[config.mk]
export PLATFORM = sky130hd
export DESIGN_NAME = simon_datapath_param
export DESIGN_NICKNAME = d
export VERILOG_FILES = /design/src/rtl/simon_pkg.sv /design/src/rtl/simon_seq_mem.sv /design/src/rtl/simon_datapath_param.sv
export SDC_FILE = /design/constraint.sdc
export NUM_CORES = 1
export LEC_CHECK = 0
export ABC_AREA = 0
export ABC_CLOCK_PERIOD_IN_PS = 5660
export BUFFER_PORTS_ARGS = -buffer_cell sky130_fd_sc_hd__buf_4
export CAP_MARGIN = 20
export CORE_MARGIN = 2
export CORE_UTILIZATION = 50
export CTS_BUF_LIST = sky130_fd_sc_hd__clkbuf_8
export CTS_CLUSTER_DIAMETER = 40
export CTS_CLUSTER_SIZE = 28
export DETAILED_ROUTE_END_ITERATION = 12
export GPL_ROUTABILITY_DRIVEN = 0
export PLACE_DENSITY = 0.66
export SLEW_MARGIN = 25
export SYNTH_ARGS = -nofsm -noshare
export SYNTH_HDL_FRONTEND = slang
export SYNTH_SLANG_ARGS = --single-unit
export TNS_END_PERCENT = 20
[constraint.sdc]
create_clock -name clk -period 5.66 [get_ports clk]
set_input_delay 0.566 -clock clk [delete_from_list [all_inputs] [get_ports clk]]
set_output_delay 0.566 -clock clk [all_outputs]
set_load 0.05 [all_outputs]
[src/rtl/simon_pkg.sv]
// Shared constants for the Simon game: LED modes, level encoding
// and default datapath geometry.
package simon_pkg;

   typedef enum logic [2:0] {
      LED_INPUT    = 3'b001,
      LED_PLAYBACK = 3'b010,
      LED_REPEAT   = 3'b100,
      LED_DONE     = 3'b111
   } led_mode_e;

   localparam int DEF_WIDTH = 4;
   localparam int DEF_DEPTH = 64;

   localparam logic LEVEL_EASY = 1'b1;
   localparam logic LEVEL_HARD = 1'b0;

endpackage

[src/rtl/simon_seq_mem.sv]
// Sequence store: synchronous write, asynchronous read, no reset.
// Callers gate every read so unwritten entries never reach an output.
module simon_seq_mem
   import simon_pkg::*;
#(
   parameter int WIDTH = DEF_WIDTH,
   parameter int DEPTH = DEF_DEPTH,
   parameter int AW    = $clog2(DEPTH)
) (
   input  logic             clk,
   input  logic             we_i,
   input  logic [AW-1:0]    waddr_i,
   input  logic [WIDTH-1:0] wdata_i,
   input  logic [AW-1:0]    raddr_i,
   output logic [WIDTH-1:0] rdata_o
);

   logic [WIDTH-1:0] mem_q [DEPTH];

   always_ff @(posedge clk) begin
      if (we_i) mem_q[waddr_i] <= wdata_i;
   end

   assign rdata_o = mem_q[raddr_i];

endmodule

[src/rtl/simon_datapath_param.sv]
// Simon datapath: sequence length/index counters, level latch,
// repeat compare and LED drive around the sequence store.
module simon_datapath_param
   import simon_pkg::*;
#(
   parameter int WIDTH = DEF_WIDTH,
   parameter int DEPTH = DEF_DEPTH,
   parameter int AW    = $clog2(DEPTH)
) (
   input  logic             clk,
   input  logic             rst,
   input  logic             level,
   input  logic [WIDTH-1:0] pattern,
   input  logic             clear_i,
   input  logic             increment_i,
   input  logic             clear_n,
   input  logic             increment_n,
   input  logic             write_pattern,
   input  logic             input_led_pattern,
   output logic             seq_remain,
   output logic             valid_repeat,
   output logic             valid_input,
   output logic             seq_full,
   output logic             overflow,
   output logic [AW:0]      seq_len,
   output logic [WIDTH-1:0] pattern_leds
);

   localparam logic [AW:0] DEPTH_C = (AW+1)'(DEPTH);

   logic [AW:0]      n_q, n_d;
   logic [AW:0]      i_q, i_d;
   logic             lvl_q, lvl_d;
   logic             armed_q, armed_d;
   logic             ovf_q, ovf_d;
   logic             full;
   logic             we;
   logic [WIDTH-1:0] rdata;

   assign full = (n_q == DEPTH_C);
   assign we   = write_pattern && !full;

   always_comb begin
      n_d     = n_q;
      i_d     = i_q;
      lvl_d   = lvl_q;
      armed_d = armed_q;
      ovf_d   = ovf_q;
      if (clear_n) begin
         n_d = '0;
      end else if (increment_n && !full) begin
         n_d = n_q + 1'b1;
      end
      if (clear_i) begin
         i_d = '0;
      end else if (increment_i && (i_q != DEPTH_C)) begin
         i_d = i_q + 1'b1;
      end
      // a new game falls back to the hard rule until the level is re-sampled
      if (clear_n) begin
         armed_d = 1'b0;
         lvl_d   = LEVEL_HARD;
         ovf_d   = 1'b0;
      end else begin
         if (!armed_q) begin
            armed_d = 1'b1;
            lvl_d   = level;
         end
         if (write_pattern && full) ovf_d = 1'b1;
      end
   end

   always_ff @(posedge clk or negedge rst) begin
      if (!rst) begin
         n_q     <= '0;
         i_q     <= '0;
         lvl_q   <= LEVEL_HARD;
         armed_q <= 1'b0;
         ovf_q   <= 1'b0;
      end else begin
         n_q     <= n_d;
         i_q     <= i_d;
         lvl_q   <= lvl_d;
         armed_q <= armed_d;
         ovf_q   <= ovf_d;
      end
   end

   simon_seq_mem #(
      .WIDTH(WIDTH),
      .DEPTH(DEPTH),
      .AW   (AW)
   ) u_mem (
      .clk    (clk),
      .we_i   (we),
      .waddr_i(n_q[AW-1:0]),
      .wdata_i(pattern),
      .raddr_i(i_q[AW-1:0]),
      .rdata_o(rdata)
   );

   assign seq_remain   = (i_q < n_q);
   assign seq_full     = full;
   assign overflow     = ovf_q;
   assign seq_len      = n_q;
   assign valid_repeat = seq_remain && (rdata == pattern);
   assign valid_input  = (lvl_q == LEVEL_EASY) ||
                         ((pattern != '0) &&
                          ((pattern & (pattern - 1'b1)) == '0));
   assign pattern_leds = input_led_pattern ? pattern :
                         (seq_remain ? rdata : '0);

endmodule

==> tab_implementation.tex, run 1 <==
\begin{tabular}{lr}
\hline
Metric & Value \\
\hline
\multicolumn{2}{l}{\textbf{Outcome}} \\
\quad Status & complete, no violations \\
\multicolumn{2}{l}{\textbf{GRT}} \\
\quad GRT Residual Overflow & 0 \\
\quad First-pass GRT wire length & 36870 um \\
\quad Antenna violations before repair & 0 \\
\quad GR Util All Layers & 20.57\% \\
\quad Vias in the first global route & 6064 \\
\quad Maximum number of pins on one net before global-route repair & 72 \\
\multicolumn{2}{l}{\textbf{Worst setup path}} \\
\quad Cells along the critical path & buf\_4 -> mux4\_2 -> mux2\_2 -> a221o\_1 -> o21ai\_0 -> or3\_1 -> nand4b\_1 -> nor4\_2 -> buf\_4 \\
\quad Worst R2R End & u\_mem.mem\_q[3][3]\$\_DFFE\_PP\_ \\
\quad Largest delay contributor family on the critical path & flip-flops \\
\quad Arrival time of data at the critical path endpoint & 4.17 ns \\
\quad R2R cell count & 6 \\
\quad Required time reported for the critical path endpoint & 5.09 ns \\
\quad Worst R2R Setup Slack & 2.60 ns \\
\quad CP Capture Point & valid\_repeat \\
\quad Worst reg2reg path startpoint & seq\_len[3]\$\_DFFE\_PN0P\_ \\
\quad Largest fanout on the critical path & 35 \\
\quad Worst setup path startpoint & i\_q[0]\$\_DFFE\_PN0P\_ \\
\quad Count of cell instances traversed by the critical path & 9 \\
\quad Critical path endpoint category & output pin \\
\quad Worst path slowest cell & sky130\_fd\_sc\_hd\_\_dfrtp\_4 \\
\quad Worst path buffer plus inverter count & 2 \\
\quad WS Path Type & flip-flop to output pin \\
\quad Delay contributed by the slowest stage of the critical path & 0.88 ns \\
\quad Crit-path most repeated cell & sky130\_fd\_sc\_hd\_\_buf\_4 \\
\quad Critical Path Start Type & flip-flop \\
\multicolumn{2}{l}{\textbf{Job}} \\
\quad Maxcap violations & 0 \\
\multicolumn{2}{l}{\textbf{Clock network}} \\
\quad Clock transition at the registers of the reported paths & 0.08 ns \\
\quad Sinks on the clock net & 273 \\
\quad Number of buffers inserted during clock tree synthesis & 30 \\
\quad CTS H-tree depth & 1 \\
\quad Number of buffers on the longest clock path & 3 \\
\quad Latest clock arrival within the worst-skew pair & 0.58 ns \\
\quad Clock tree root buffer cell & sky130\_fd\_sc\_hd\_\_clkbuf\_8 \\
\quad CTS tree & yes \\
\multicolumn{2}{l}{\textbf{Route}} \\
\quad Final antenna-violating net count & 0 \\
\quad Initial DRC Count & 577 \\
\quad DR pass1 iterations & 7 \\
\quad Via count & 5957 \\
\quad Remaining routing DRC violations & 0 \\
\quad Vias per std cell & 6.029 \\
\quad Wire length per cell after detailed routing & 24.37 um \\
\quad DRT Wirelength & 24080 um \\
\multicolumn{2}{l}{\textbf{STA}} \\
\quad Final period utilization & 83.60\% \\
\quad Tightest Pin Transition & 1.025 ns \\
\quad Number of setup violations in the final report & 0 \\
\quad Clock Skew & 0.01285 ns \\
\quad Total negative slack & 0 ns \\
\quad Final Max Tran Viols & 0 \\
\quad Maximum clock frequency & 0.2113 GHz \\
\quad Final Hold Viols & 0 \\
\quad Clock period minus final worst setup slack & 4.732 ns \\
\quad Normalized max-slew margin & 31.64\% \\
\quad RSZ-0062 raised after global routing & no \\
\multicolumn{2}{l}{\textbf{Power and ir drop}} \\
\quad Power density over cell area & 321.3 nW/um\^{}2 \\
\quad Maximum ir drop on the vdd rail & 207.3 uV \\
\quad Leakage & 3.919 nW \\
\quad Power, Total & 4.012 mW \\
\multicolumn{2}{l}{\textbf{Synthesis}} \\
\quad Seq cells post-synth & 273 \\
\quad Mean instance size in the synthesized netlist & 17.60 sq um \\
\quad Number of enable-type register cells in the synthesized netlist & 256 \\
\quad Most used flip-flop cell after synthesis & sky130\_fd\_sc\_hd\_\_edfxtp\_1 \\
\quad Combined area of all synthesized cells & 11320 sq um \\
\quad Netlist cell types & 47 \\
\quad Synthesized instance count & 643 \\
\quad Yosys warning total & 0 \\
\quad Sequential fraction of the synthesis area & 71.69\% \\
\quad Proportion of synthesized flip-flops having asynchronous set or reset & 6.227\% \\
\quad Mapped Nets & 666 \\
\multicolumn{2}{l}{\textbf{Hold path}} \\
\quad Type of the most critical hold path & input pin to flip-flop \\
\multicolumn{2}{l}{\textbf{Layout}} \\
\quad Layout cells sized above 1 & 22.76\% \\
\quad Total area of multi-input combinational cells & 2983 sq um \\
\quad Seq. cell area & 8120 sq um \\
\quad Nets & 703 \\
\quad Layout overhead on the synthesized area & 10.32\% \\
\quad Total of fill cells in the finished design & 1716 \\
\quad Number of antenna repair diodes & 0 \\
\multicolumn{2}{l}{\textbf{Floorplan}} \\
\quad Horizontal die dimension & 154.4 um \\
\quad Placement Rows & 55 \\
\quad Die Span Y & 154.4 um \\
\quad Top-level I/O count & 29 \\
\quad Area of the core region & 22430 sq um \\
\quad Starting utilization of the core area & 50.45\% \\
\quad Die area & 23850 sq um \\
\multicolumn{2}{l}{\textbf{Place}} \\
\quad Port buffer count & 28 \\
\quad Dpl hpwl & 15240 um \\
\hline
\end{tabular}
[where the power goes]
part	total (mW)	internal [mW]	leakage [nW]	switching, mW
clock	1.47	0.698	0.363	0.772
combinational	0.298	0.128	1.03	0.170
sequential	2.24	2.21	2.53	0.0302
[sequential cells by signal (all words and copies together) (netlist names)]
signal	flops
armed_q	1
i_q	7
lvl_q	1
overflow	1
seq_len	7
u_mem.mem_q	256
[cells by family after synthesis]
kind of cell | after synthesis | share of synthesized area, %
AOI/OAI and AO/OA | 54 | 3.250
xor gates and xnor gates | 12 | 0.9287
adders and majority gates | 10 | 1.106
buffers and inverters | 44 | 1.957
DFF | 273 | 71.69
muxes | 95 | 14.81
and+or+nand+nor | 155 | 6.258
[metrics by stage]
step                std cells  area (sq um)  hold slack (ns)  util (%)  setup slack (ns)
floorplan                 643         11320           0.2704         -             1.900
global placement          932         11780           0.4415     52.53             1.569
detailed placement        932         11780           0.4478     52.53             1.507
CTS                       988         12480           0.1903     55.65            0.8839
global route              988         12480           0.2021     55.65            0.6470
finish                    988         12480           0.2171     55.65            0.9283
[metal layers]
| metal | wire [um] | share of wire (%) | GRT usage [%] |
|---|---|---|---|
| met2 | 11430 | 47 | 32.44 |
| met3 | 1871 | 7.8 | 3.390 |
| met5 | 0 | 0 | 0 |
| met1 | 10370 | 43 | 30.71 |
| met4 | 405 | 1.7 | 4.674 |
[layout by cell type (no fill, tap or decap), drive strengths merged, types with 3 or more instances in the layout]
cell type | synthesis | layout
inv | 11 | 24
a31oi | 3 | 3
a21oi | 10 | 10
nand2b | 4 | 4
xnor2 | 10 | 10
edfxtp | 256 | 256
o21ai | 11 | 11
o221ai | 5 | 5
a2111oi | 3 | 3
nand2 | 16 | 16
ha | 10 | 10
clkbuf | 12 | 31
mux2 | 10 | 10
o31ai | 7 | 7
or3 | 5 | 5
nand3b | 3 | 3
nand4 | 7 | 7
dfrtp | 17 | 17
bufinv | 0 | 3
nor3 | 4 | 4
mux4 | 57 | 57
clkinv | 2 | 9
nor2 | 85 | 85
buf | 19 | 35
nor2b | 5 | 5
mux2i | 28 | 28
nand3 | 18 | 18
[worst min-delay path by stage]
stage | start | endpoint | slack, ns | cells past startpoint
2_1_floorplan | rst | armed_q$_DFF_PN0_ | 0.27 | 0
3_3_place_gp | rst | overflow$_DFFE_PN0P_ | 0.44 | 1
3_5_place_dp | rst | armed_q$_DFF_PN0_ | 0.45 | 1
4_1_cts | clear_n | armed_q$_DFF_PN0_ | 0.19 | 2
5_1_grt | clear_n | seq_len[6]$_DFFE_PN0P_ | 0.20 | 2
6_report | clear_n | armed_q$_DFF_PN0_ | 0.22 | 2
[synth_stat cells (2+ instances only)]
master	count	area share (%)
sky130_fd_sc_hd__mux4_2	57	11
sky130_fd_sc_hd__a22oi_1	2	0.13
sky130_fd_sc_hd__inv_1	11	0.36
sky130_fd_sc_hd__nand3b_1	3	0.20
sky130_fd_sc_hd__dfrtp_1	17	3.8
sky130_fd_sc_hd__buf_6	5	0.50
sky130_fd_sc_hd__xnor2_1	10	0.77
sky130_fd_sc_hd__buf_2	6	0.27
sky130_fd_sc_hd__buf_1	5	0.17
sky130_fd_sc_hd__a211oi_1	2	0.13
sky130_fd_sc_hd__clkinv_1	2	0.066
sky130_fd_sc_hd__a221oi_1	2	0.15
sky130_fd_sc_hd__ha_1	10	1.1
sky130_fd_sc_hd__nand2_1	16	0.53
sky130_fd_sc_hd__nand2b_1	4	0.22
sky130_fd_sc_hd__nand3_1	18	0.80
sky130_fd_sc_hd__mux2_2	10	1.0
sky130_fd_sc_hd__buf_4	3	0.20
sky130_fd_sc_hd__nor2_1	85	2.8
sky130_fd_sc_hd__a21oi_1	10	0.44
sky130_fd_sc_hd__nor2b_1	5	0.28
sky130_fd_sc_hd__nor3_1	4	0.18
sky130_fd_sc_hd__and3_1	2	0.11
sky130_fd_sc_hd__clkbuf_1	12	0.40
sky130_fd_sc_hd__or3_1	5	0.28
sky130_fd_sc_hd__o31ai_1	7	0.46
sky130_fd_sc_hd__mux2i_1	28	2.5
sky130_fd_sc_hd__a2111oi_0	3	0.23
sky130_fd_sc_hd__a21o_1	2	0.13
sky130_fd_sc_hd__o22ai_1	2	0.11
sky130_fd_sc_hd__xor2_1	2	0.15
sky130_fd_sc_hd__nand4_1	7	0.39
sky130_fd_sc_hd__o221ai_1	5	0.39
sky130_fd_sc_hd__edfxtp_1	256	68
sky130_fd_sc_hd__o21ai_0	11	0.49
sky130_fd_sc_hd__a31oi_1	3	0.17
[cell type report]
type                    instances  share of cell area [%]
clock buffers                  31                   3.418
inverters                      13                  0.3909
repair buffers                 36                   2.285
well taps                     285                   2.856
flip-flops and latches        273                   65.04
clock inverters                24                   2.115
multi-input cells             326                   23.89
[repair_timing]
action                                  CTS  global route
setup buffers                             0             0
endpoints found under the hold margin    17             0
resized for setup                         0             0
hold buffers                              1             0
endpoints found under the setup margin    0             0
(Power assumes the default switching activity.)
==> run 2, diff against run 1 <==
- ABC_AREA: 0 -> 1
- ABC_CLOCK_PERIOD_IN_PS: 5660 -> 3800
- PLACE_DENSITY: 0.66 -> 0.69
- clock period: 5.66 -> 3.8 ns (I/O delays scaled with it)
==> tab_implementation.tex, run 2 <==
\begin{tabular}{lr}
\hline
Metric & Value \\
\hline
\multicolumn{2}{l}{\textbf{Synthesis}} \\
\quad Synthesized instance count & 1217 (+89\%) \\
\quad Yosys warning total & 0 (unchanged) \\
\quad Sequential fraction of the synthesis area & 66.37\% (-5.3 points) \\
\quad Seq cells post-synth & 273 (unchanged) \\
\quad Cell type with the highest aggregate area in the netlist & sky130\_fd\_sc\_hd\_\_edfxtp\_1 \\
\quad Combined area of all synthesized cells & 12220 sq um (+8.0\%) \\
\quad Mean instance size in the synthesized netlist & 10.04 sq um (-43\%) \\
\quad Proportion of synthesized flip-flops having asynchronous set or reset & 6.227\% (unchanged) \\
\quad Mapped Nets & 1240 (+86\%) \\
\quad Number of enable-type register cells in the synthesized netlist & 256 (unchanged) \\
\quad Post-synth top cells & 340 x sky130\_fd\_sc\_hd\_\_nand2\_1, 256 x sky130\_fd\_sc\_hd\_\_edfxtp\_1, 185 x sky130\_fd\_sc\_hd\_\_nor2\_1 \\
\quad Area share of the largest cell type after synthesis & 62.89\% (-5.0 points) \\
\quad Most numerous cell in the Yosys netlist & sky130\_fd\_sc\_hd\_\_nand2\_1 \\
\quad Area contributors post-synth & sky130\_fd\_sc\_hd\_\_edfxtp\_1 63\%, sky130\_fd\_sc\_hd\_\_nand2\_1 10\%, sky130\_fd\_sc\_hd\_\_nor2\_1 5.7\% \\
\quad Netlist cell types & 33 (-30\%) \\
\quad Most used flip-flop cell after synthesis & sky130\_fd\_sc\_hd\_\_edfxtp\_1 \\
\multicolumn{2}{l}{\textbf{Hold path}} \\
\quad Worst hold path startpoint & clear\_n \\
\quad Endpoint, Worst Hold & overflow\$\_DFFE\_PN0P\_ \\
\quad Type of the most critical hold path & input pin to flip-flop \\
\quad Min-Delay Path Depth & 2 (unchanged) \\
\multicolumn{2}{l}{\textbf{STA}} \\
\quad Final Max Tran Viols & 0 (unchanged) \\
\quad Clock Skew & 0.04383 ns (+0.03098 ns) \\
\quad Final Hold Viols & 0 (unchanged) \\
\quad Final worst slack & 0.1783 ns (-0.7500 ns) \\
\quad Maximum clock frequency & 0.2761 GHz \\
\quad Number of setup violations in the final report & 0 (unchanged) \\
\quad Min Hold Slack & 0.01575 ns (-0.2013 ns) \\
\quad RSZ-0062 raised after global routing & no \\
\quad Total negative slack & 0 ns (unchanged) \\
\quad Clock period minus final worst setup slack & 3.622 ns \\
\quad Final period utilization & 95.31\% \\
\quad Normalized max-slew margin & 42.01\% (+10 points) \\
\quad Tightest Pin Transition & 0.8698 ns (-0.1556 ns) \\
\multicolumn{2}{l}{\textbf{Worst setup path}} \\
\quad Worst reg2reg path startpoint & seq\_len[0]\$\_DFFE\_PN0P\_ \\
\quad WS Path Type & flip-flop to output pin \\
\quad Worst R2R End & u\_mem.mem\_q[40][0]\$\_DFFE\_PP\_ \\
\quad Largest delay contributor family on the critical path & buffers and inverters \\
\quad Worst path buffer plus inverter count & 3 (+1) \\
\quad Arrival time of data at the critical path endpoint & 3.24 ns (-0.93 ns) \\
\quad Worst path slowest cell & sky130\_fd\_sc\_hd\_\_buf\_4 \\
\quad R2R cell count & 8 (+2) \\
\quad Critical path endpoint category & output pin \\
\quad Critical Path Start Type & flip-flop \\
\quad Cells along the critical path & buf\_4 -> ha\_1 -> o211ai\_2 -> nand2\_1 -> a221oi\_2 -> inv\_2 -> nor2\_2 -> nand2\_1 -> o21ai\_0 -> buf\_4 \\
\quad Worst R2R Setup Slack & 1.01 ns (-1.59 ns) \\
\quad Required time reported for the critical path endpoint & 3.42 ns (-1.67 ns) \\
\quad Delay contributed by the slowest stage of the critical path & 0.69 ns (-0.19 ns) \\
\quad Largest fanout on the critical path & 73 (+110\%) \\
\multicolumn{2}{l}{\textbf{Layout}} \\
\quad Most frequent cells in the layout & 340 x sky130\_fd\_sc\_hd\_\_nand2\_1, 256 x sky130\_fd\_sc\_hd\_\_edfxtp\_1, 185 x sky130\_fd\_sc\_hd\_\_nor2\_1, 125 x sky130\_fd\_sc\_hd\_\_inv\_1, 108 x sky130\_fd\_sc\_hd\_\_nand3\_1 \\
\quad Most common cell after layout, fill and taps aside & sky130\_fd\_sc\_hd\_\_nand2\_1 \\
\quad Top reg by flops & u\_mem.mem\_q \\
\quad Post-route cell area & 13490 sq um (+8.1\%) \\
\quad Number of antenna repair diodes & 0 (unchanged) \\
\quad Largest register FFs & 256 (unchanged) \\
\quad Nets & 1273 (+81\%) \\
\quad Layout cells sized above 1 & 9.169\% (-14 points) \\
\quad Layout overhead on the synthesized area & 10.38\% (about the same) \\
\multicolumn{2}{l}{\textbf{Floorplan}} \\
\quad Area of the core region & 24180 sq um (+7.8\%) \\
\quad Die area & 25710 sq um (+7.8\%) \\
\quad Die Span Y & 160.4 um (+3.8\%) \\
\quad Top-level I/O count & 29 (unchanged) \\
\quad Horizontal die dimension & 160.4 um (+3.8\%) \\
\quad Starting utilization of the core area & 50.56\% (+0.11 points) \\
\quad Placement Rows & 57 (+3.6\%) \\
\multicolumn{2}{l}{\textbf{Clock network}} \\
\quad Sinks on the clock net & 273 (unchanged) \\
\quad Clock transition at the registers of the reported paths & 0.09 ns (about the same) \\
\quad Number of buffers inserted during clock tree synthesis & 34 (+13\%) \\
\quad Latest clock arrival within the worst-skew pair & 0.56 ns (-0.02 ns) \\
\quad Clock tree root buffer cell & sky130\_fd\_sc\_hd\_\_clkbuf\_8 \\
\quad \# Post-CTS Setup Buffers & 0 (unchanged) \\
\quad Number of buffers on the longest clock path & 3 (unchanged) \\
\quad CTS tree & yes \\
\quad CTS H-tree depth & 2 (+1) \\
\multicolumn{2}{l}{\textbf{Route}} \\
\quad Wire length per cell after detailed routing & 18.75 um (-23\%) \\
\quad Final antenna-violating net count & 0 (unchanged) \\
\quad Remaining routing DRC violations & 0 (unchanged) \\
\quad DR pass1 iterations & 5 (-2) \\
\quad Initial DRC Count & 848 (+47\%) \\
\quad Via count & 8614 (+45\%) \\
\quad Vias per std cell & 5.384 (-11\%) \\
\quad DRT Wirelength & 30010 um (+25\%) \\
\multicolumn{2}{l}{\textbf{GRT}} \\
\quad Met1 usage in global routing & 32.83\% (+2.1 points) \\
\quad Vias in the first global route & 8393 (+38\%) \\
\quad Most used routing layer & met2 \\
\quad Met3 Resource Use GR & 5.191\% (+1.8 points) \\
\quad Antenna violations before repair & 0 (unchanged) \\
\quad Met2 GRT Util & 37.27\% (+4.8 points) \\
\quad GRT Residual Overflow & 0 (unchanged) \\
\quad Maximum number of pins on one net before global-route repair & 137 (+90\%) \\
\quad GR Util All Layers & 23.66\% (+3.1 points) \\
\quad First-pass GRT wire length & 46510 um (+26\%) \\
\multicolumn{2}{l}{\textbf{Place}} \\
\quad Worst slack at placement & 0.6754 ns (-0.8315 ns) \\
\quad Dpl hpwl & 18190 um (+19\%) \\
\quad Cell area after placement & 12700 sq um (+7.8\%) \\
\quad Port buffer count & 28 (unchanged) \\
\multicolumn{2}{l}{\textbf{Power and ir drop}} \\
\quad Share of power burned in combinational logic & 8.9\% (+1.5 points) \\
\quad Power, Total & 6.190 mW (+54\%) \\
\quad Switching power total & 1.578 mW (+62\%) \\
\quad Power density over cell area & 458.8 nW/um\^{}2 (+43\%) \\
\quad Maximum ir drop on the vdd rail & 275.1 uV (+33\%) \\
\quad Internal power & 4.612 mW (+52\%) \\
\quad Share of total power in sequential cells & 53.4\% (-2.5 points) \\
\quad Clock network fraction of design power & 37.6\% (+1.0 points) \\
\quad Switching part of the total & 25.49\% (+1.3 points) \\
\quad Leakage & 5.391 nW (+38\%) \\
\multicolumn{2}{l}{\textbf{Job}} \\
\quad Maxcap violations & 0 (unchanged) \\
\multicolumn{2}{l}{\textbf{Outcome}} \\
\quad Status & complete, no violations \\
\hline
\end{tabular}
## run 2: changes by cell type in the layout (fill, tap and decap cells not counted), sizes merged, moves of 9 or more
cell | previous run | this run
nand2 | 16 | 341
inv | 24 | 134
nor2 | 85 | 187
nand3 | 18 | 108
o21ai | 11 | 71
mux4 | 57 | 0
mux2i | 28 | 0
buf | 35 | 46
mux2 | 10 | 0
xnor2 | 10 | 0
a21oi | 10 | 19
## run 2: final cells by class
type	count	area [sq um]
clock inverters	25	255.2
inverters	129	489.2
flip-flops and latches	273	8119
repair buffers	48	402.9
multi-input cells	764	3311
clock buffers	37	509.2
well taps	324	405.4
fillers	2044	10690
## run 2: what timing repair did
action                                  in CTS  in global routing
hold buffers                                 2                  0
endpoints found under the setup margin       0                  2
hold endpoints to repair                    19                  0
resized for setup                            0                  3
## run 2: how the worst max path moves through the flow
stage | startpoint | end | depth (start not counted)
6_report | i_q[1]$_DFFE_PN0P_ | pattern_leds[1] | 10
5_1_grt | i_q[1]$_DFFE_PN0P_ | pattern_leds[0] | 10
4_1_cts | i_q[2]$_DFFE_PN0P_ | valid_repeat | 11
3_5_place_dp | i_q[2]$_DFFE_PN0P_ | valid_repeat | 11
3_3_place_gp | i_q[2]$_DFFE_PN0P_ | valid_repeat | 11
2_1_floorplan | seq_len[2]$_DFFE_PN0P_ | valid_repeat | 7
## run 2: per-stage QoR
stage	utilization, %	cells
2_1_floorplan	-	1217
3_3_place_gp	52.52	1536
3_5_place_dp	52.52	1536
4_1_cts	55.77	1600
5_1_grt	55.80	1600
6_report	55.80	1600
## run 2: logic make-up (layout without fill, tap and decap cells)
family | Yosys count | after routing | synth area share, %
adder cells (fa/ha/maj) | 10 | 10 | 1.024
AO/OA/AOI/OAI | 101 | 101 | 4.484
AND/OR/NAND/NOR | 653 | 653 | 21.54
flip-flops | 273 | 273 | 66.37
buffers and inverters | 180 | 239 | 6.582
## run 2: power groups by stage
stage	clock (mW)	combinational, mW	sequential (mW)
CTS	2.36	0.550	3.31
global placement	0	0.542	3.37
global route	2.49	0.609	3.31
finish	2.33	0.553	3.31
detailed placement	0	0.547	3.37
floorplan	0	0.353	3.38
## run 2: metal layers
layer / vias to the layer above / share of wire [%] / routed length, um
met1: 4107 / 43 / 12810
met2: 352 / 46 / 13890
met4: 0 / 3.1 / 931
met3: 60 / 7.9 / 2380
li1: 4095 / - / -
met5: - / 0 / 0
